===== config.mk =====
export PLATFORM = sky130hd
export DESIGN_NAME = product_accumulator
export DESIGN_NICKNAME = d
export VERILOG_FILES = /design/src/rtl/product_acc_pkg.sv /design/src/rtl/product_accumulator_sat_add.sv /design/src/rtl/product_accumulator.sv
export SDC_FILE = /design/constraint.sdc
export NUM_CORES = 1
export LEC_CHECK = 0
export BUFFER_PORTS_ARGS = -buffer_cell sky130_fd_sc_hd__buf_2
export CAP_MARGIN = 20
export CORE_ASPECT_RATIO = 0.9
export CORE_MARGIN = 3
export CORE_UTILIZATION = 25
export CTS_CLUSTER_SIZE = 25
export DETAILED_ROUTE_END_ITERATION = 16
export PLACE_DENSITY_LB_ADDON = 0.15
export SETUP_SLACK_MARGIN = 0.1
export SLEW_MARGIN = 20
export SYNTH_ARGS = -nofsm -noshare
export SYNTH_HDL_FRONTEND = slang
export SYNTH_SLANG_ARGS = --single-unit

===== constraint.sdc =====
create_clock -name clk -period 8.5 [get_ports clk]
set_input_delay 0.425 -clock clk [delete_from_list [all_inputs] [get_ports clk]]
set_output_delay 0.425 -clock clk [all_outputs]
set_load 0.02 [all_outputs]

===== src/rtl/product_acc_pkg.sv =====
// Shared types and constants for the product accumulator datapath.
package product_acc_pkg;

    localparam int PROD_W = 16;

    typedef enum logic {
        ACCUM,
        DONE
    } state_e;

    // Clamp limits for a signed accumulator of accW bits, computed wide enough for accW up to 32.
    function automatic logic signed [32:0] satMax(input int accW);
        return (33'sd1 <<< (accW - 1)) - 33'sd1;
    endfunction

    function automatic logic signed [32:0] satMin(input int accW);
        return -(33'sd1 <<< (accW - 1));
    endfunction

endpackage


===== src/rtl/product_accumulator_sat_add.sv =====
// Combinational signed add that clamps to the ACC_W range and flags overflow.
module sat_add
    import product_acc_pkg::*;
#(
    parameter int ACC_W = 24
) (
    input  logic [ACC_W-1:0] acc_i,
    input  logic [ACC_W-1:0] addend_i,
    output logic [ACC_W-1:0] sum_o,
    output logic             ovf_o
);

    localparam logic [ACC_W-1:0] SAT_MAX = ACC_W'(satMax(ACC_W));
    localparam logic [ACC_W-1:0] SAT_MIN = ACC_W'(satMin(ACC_W));

    logic [ACC_W:0] wide;

    // One extra bit is enough: both operands fit in ACC_W bits, so the sum fits in ACC_W+1.
    assign wide = {acc_i[ACC_W-1], acc_i} + {addend_i[ACC_W-1], addend_i};

    always_comb begin
        ovf_o = wide[ACC_W] ^ wide[ACC_W-1];
        sum_o = wide[ACC_W-1:0];
        if (ovf_o) begin
            sum_o = wide[ACC_W] ? SAT_MIN : SAT_MAX;
        end
    end

endmodule


===== src/rtl/product_accumulator.sv =====
// Saturating group accumulator fed by the 8x8 multiplier; one registered result per group.
module product_accumulator
    import product_acc_pkg::*;
#(
    parameter int ACC_W = 24,
    parameter int CNT_W = 8
) (
    input  logic             clk,
    input  logic             rst,
    input  logic             prod_valid,
    output logic             prod_ready,
    input  logic [15:0]      product,
    input  logic             last,
    output logic             out_valid,
    input  logic             out_ready,
    output logic [ACC_W-1:0] acc_out,
    output logic             sat,
    output logic [CNT_W-1:0] terms,
    output logic             len_err
);

    localparam logic [CNT_W-1:0] TERM_MAX = '1;

    state_e           state_q;
    logic [ACC_W-1:0] acc_q;
    logic [ACC_W-1:0] acc_d;
    logic [CNT_W-1:0] terms_q;
    logic [CNT_W-1:0] terms_d;
    logic             sat_q;
    logic             lenErr_q;
    logic             ovf;
    logic             accept;
    logic [ACC_W-1:0] addend;

    assign prod_ready = (state_q == ACCUM) && !rst;
    assign accept     = prod_valid && prod_ready;
    assign addend     = {{(ACC_W - PROD_W){product[PROD_W-1]}}, product};
    assign terms_d    = terms_q + 1'b1;

    sat_add #(
        .ACC_W(ACC_W)
    ) u_sat_add (
        .acc_i   (acc_q),
        .addend_i(addend),
        .sum_o   (acc_d),
        .ovf_o   (ovf)
    );

    // A group closes on last or when the counter is full; only the latter is a length error.
    always_ff @(posedge clk) begin
        if (rst) begin
            state_q  <= ACCUM;
            acc_q    <= '0;
            terms_q  <= '0;
            sat_q    <= 1'b0;
            lenErr_q <= 1'b0;
        end else begin
            case (state_q)
                ACCUM: begin
                    if (accept) begin
                        acc_q   <= acc_d;
                        terms_q <= terms_d;
                        sat_q   <= sat_q | ovf;
                        if (last || (terms_d == TERM_MAX)) begin
                            state_q <= DONE;
                        end
                        if (!last && (terms_d == TERM_MAX)) begin
                            lenErr_q <= 1'b1;
                        end
                    end
                end
                DONE: begin
                    if (out_ready) begin
                        state_q  <= ACCUM;
                        acc_q    <= '0;
                        terms_q  <= '0;
                        sat_q    <= 1'b0;
                        lenErr_q <= 1'b0;
                    end
                end
                default: state_q <= ACCUM;
            endcase
        end
    end

    assign out_valid = (state_q == DONE);
    assign acc_out   = acc_q;
    assign terms     = terms_q;
    assign sat       = sat_q;
    assign len_err   = lenErr_q;

endmodule


==> results <==
- The flow ran to the end, and the final reports show no timing, DRC or antenna violations.
- In this run the core area contains 36 standard-cell rows.
- The final estimated routing congestion in global placement is 0.8201.
- The starting density of the core is between 20 and 30%.
- In the final layout, the multi-input gates occupy 2004 um^2.
- The clock-pin slew reported for the worst setup and hold paths after clock tree synthesis is ~60 ps.
- The number of synthesis warnings is 0.
- In the post-synthesis netlist, the biggest area contributors are dfxtp_1 (25%), ha_1 (12%), a21oi_1 (6.2%).
- The leakage dissipation is ~1.5 nW.
- The fmax is ~310 MHz.
- The number of nets produced by synthesis is about 390.
- The CTS tree is yes.
- In this run the critical register-to-register path is launched from acc_out[0].
- The critical path launch point type is a flop.
- For this run, the detailed router's first-pass iteration total came to 4.
- For the final database, setup skew stands at about 7.6 ps.
- Total power for the finished layout comes to 0.001215 W.
- Summed over all layers, the global routing overflow is 0.
- The buffer depth of the longest clock path is 2.
- Summed over all instances, the cell type with the most area after synthesis is dfxtp_1.
- In the final layout, flip-flops and latches occupy 700.7 um^2.
- The clock drives 35 sinks.
- The placeable core region is approximately 11000 um^2.
- The die outline area is 12570 um^2.
- Of the total synthesized cell area, the portion taken by full adders, half adders and majority gates is around 12%.
- The hold violation count in the final report is 0.
- The mean area per synthesized cell is around 8.3 um^2.
- The tool flagged a number of max-cap violations equal to 0.
- Sequential elements use ~25% of the synthesized area.
- The via count of the first global-routing pass is between 2000 and 3000.
- For the pin with the worst max-slew slack, the measured transition is 805.2 ps.
- The worst path uses 38.03% of the clock period.
- Summing the areas of all xor and xnor instances in the mapped netlist gives under 10% of the synthesized area.
- The post-CTS setup buffer count is 0.
- Dividing the detail-routed wire length by the instance count gives about 15 um.
- After clock tree synthesis, the flow added hold-fix buffers numbering 0.
- In the routed design, unresolved DRC markers number 0.
- In the synthesized netlist the dominant register cell turns out to be dfxtp_1.
- The count of mapped cells out of synthesis is between 300 and 400.
- The element type at the critical path end is a flop.
- Counting flops and latches in the post-synthesis netlist gives 35.
- The combinational family with the most area after synthesis is compound AO/OA/AOI/OAI gates.
- The tree is rooted in a clkbuf_16.
- The async set-reset flop share out of synthesis is 0%.
- Cells with a size suffix above 1 make up a little under a quarter of the layout.
- The initial DRC count is ~150.
- The number of pins exceeding their max-slew limit in the final report is 0.
- The start point of the worst min-delay path is rst.
- The clock latency on the worst-skew pair is 280 ps.
- The count of nets left with antenna violations after detail routing is 0.
- Data on the critical path arrives at its endpoint at 3390 ps.
- STA puts the critical path data required time at a little under 9000 ps.
- The number of fill cells is between 1000 and 1500.
- Global routing used between 10% and 20% of the available tracks.
- The final-layout setup total negative slack is 0 ps.
- The port buffer count is 56.
- Counting the buffers created by CTS gives 5.
- The die width is ~120 um.
- The critical setup path kind is reg2reg.
- The synthesized netlist devotes between 30% and 40% of its cell area to compound gates.
- In the synthesized netlist, mux cells make up less than 1% of the area.
- Counting distinct cell types in the post-synthesis netlist gives 65.
- Measured along the y axis, the die boundary spans about 110 um.
- The origin of the worst setup path is acc_out[0].
- From synthesis to final layout, the design area changed by 20.68%.
- In this run the count of I/O pins placed on the die edge is 57.
- The top cell types in the final layout, fill and taps aside, are buf_2 (56), nand2_1 (37), a21oi_1 (35), dfxtp_1 (35), ha_1 (26).
- IR analysis of the VDD net gives a maximum drop of about 120 uV.
- For this design the ratio of total power to cell area is 357.9 nW/um^2.
- The clock period minus worst slack is between 3000 and 4000 ps.
- The number of levels in the clock H-tree is 2.
- The count of antenna diodes in the layout is 0.
- The first-pass GRT wire length is ~13000 um.
- Along the worst path, the maximum fanout reaches 8.
- The detailed router placed around 2700 vias in this run.
- Gates resized during post-CTS repair numbered 0.
- After detailed routing, the number of vias per cell comes to 4.954.
- Entering global routing, the biggest net connects between 40 and 50 pins.
- The most frequent standard cell in the layout excluding fill and tap cells is buf_2.
- The cell area after synthesis is around 2800 um^2.
- The path class of the tightest hold or removal check is in2reg.
- Setup violations remaining at the end of the flow were counted as 0.
- Counting flops with a built-in enable in the synthesized netlist gives 0.
- Headroom to the max-slew limit came out at 45.84%.
- The wire-length estimate of the detail-placed layout is 6091 um.
- In the final design database the tool counted roughly 440 nets.
- The synthesized design devotes to its leading area cell type about 25% of total area.
- The overall routed net length is roughly 8000 um.
- Summing the areas of all and, or, nand and nor instances in the mapped netlist gives approximately 18% of the synthesized area.
- The initial antenna violation count is 0.
- Setup repair after global routing left no endpoint under its margin.
-- metrics by stage --
step / cell area [um^2] / util [%] / setup slack, ps / cells / hold WS [ps]
5_1_grt: 3396 / 31.15 / 5039 / 548 / 383.6
3_3_place_gp: 3236 / 29.68 / 5130 / 540 / 470.1
4_1_cts: 3396 / 31.15 / 5240 / 548 / 376.6
3_5_place_dp: 3236 / 29.68 / 5047 / 540 / 480.2
6_report: 3396 / 31.15 / 5267 / 548 / 381.3
2_1_floorplan: 2814 / - / 5480 / 341 / 494.1
-- logic make-up after synthesis --
| kind of cell | Yosys count |
|---|---|
| compound gates | 133 |
| xor+xnor | 19 |
| fa+ha+maj | 27 |
| buf+inv | 23 |
| flops | 35 |
| mux | 1 |
| simple gates | 103 |
-- final timing paths --
path                 end  slack, ps  depth (start not counted)
min            out_valid        380                          2
max          acc_out[10]       5270                         10
max reg2reg  acc_out[10]       5270                         10
min reg2reg  acc_out[23]        480                          2
-- report_power, final --
part / total, W / switching (W) / internal (W)
logic: 0.000748 / 0.000449 / 0.000298
registers: 0.000270 / 0.0000531 / 0.000217
clock network: 0.000198 / 0.0000732 / 0.000125
-- synth_stat cells, types with 4 or more instances --
library cell,n
o211ai_1,4
a31oi_1,4
a21o_1,6
a21oi_1,35
nor2_1,24
a211o_1,4
a22oi_1,8
nand2_1,37
a22o_1,6
nand3_1,6
a22oi_2,5
dfxtp_1,35
nand4_1,10
and2_1,4
xnor2_1,15
o21ai_0,24
ha_1,26
xor2_1,4
nor3_1,4
inv_1,12
clkbuf_1,6
-- per-layer routing --
layer / GRT usage, % / vias to the layer above / share of wire (%)
li1: - / 1400 / -
met1: 18.51 / 1252 / 51
met2: 19.74 / 59 / 43
met3: 2.532 / 4 / 4.3
met4: 3.515 / 0 / 0.88
met5: 0 / - / 0
-- sequential cells by signal (all words and copies together), names as in the netlist --
name / cells
acc_out: 24
len_err: 1
out_valid: 1
sat: 1
terms: 8
-- cell type report --
class	count	area share (%)
clock inverter	1	0.2211
clock buffer	7	4.495
inverter	12	1.326
timing repair buffer	58	8.696
tap	152	5.601
sequential	35	20.63
multi-input combinational	283	59.03
-- critical path, cell delays in order (launching register included) --
cell	delay, ps
dfxtp_1	340
ha_1	230
fa_1	410
a21o_1	210
a31oi_2	280
nor4b_2	80
a2111o_2	510
a2111o_1	430
o311ai_2	190
buf_4	300
a22oi_1	110
Power figures use the tool's default switching activity.
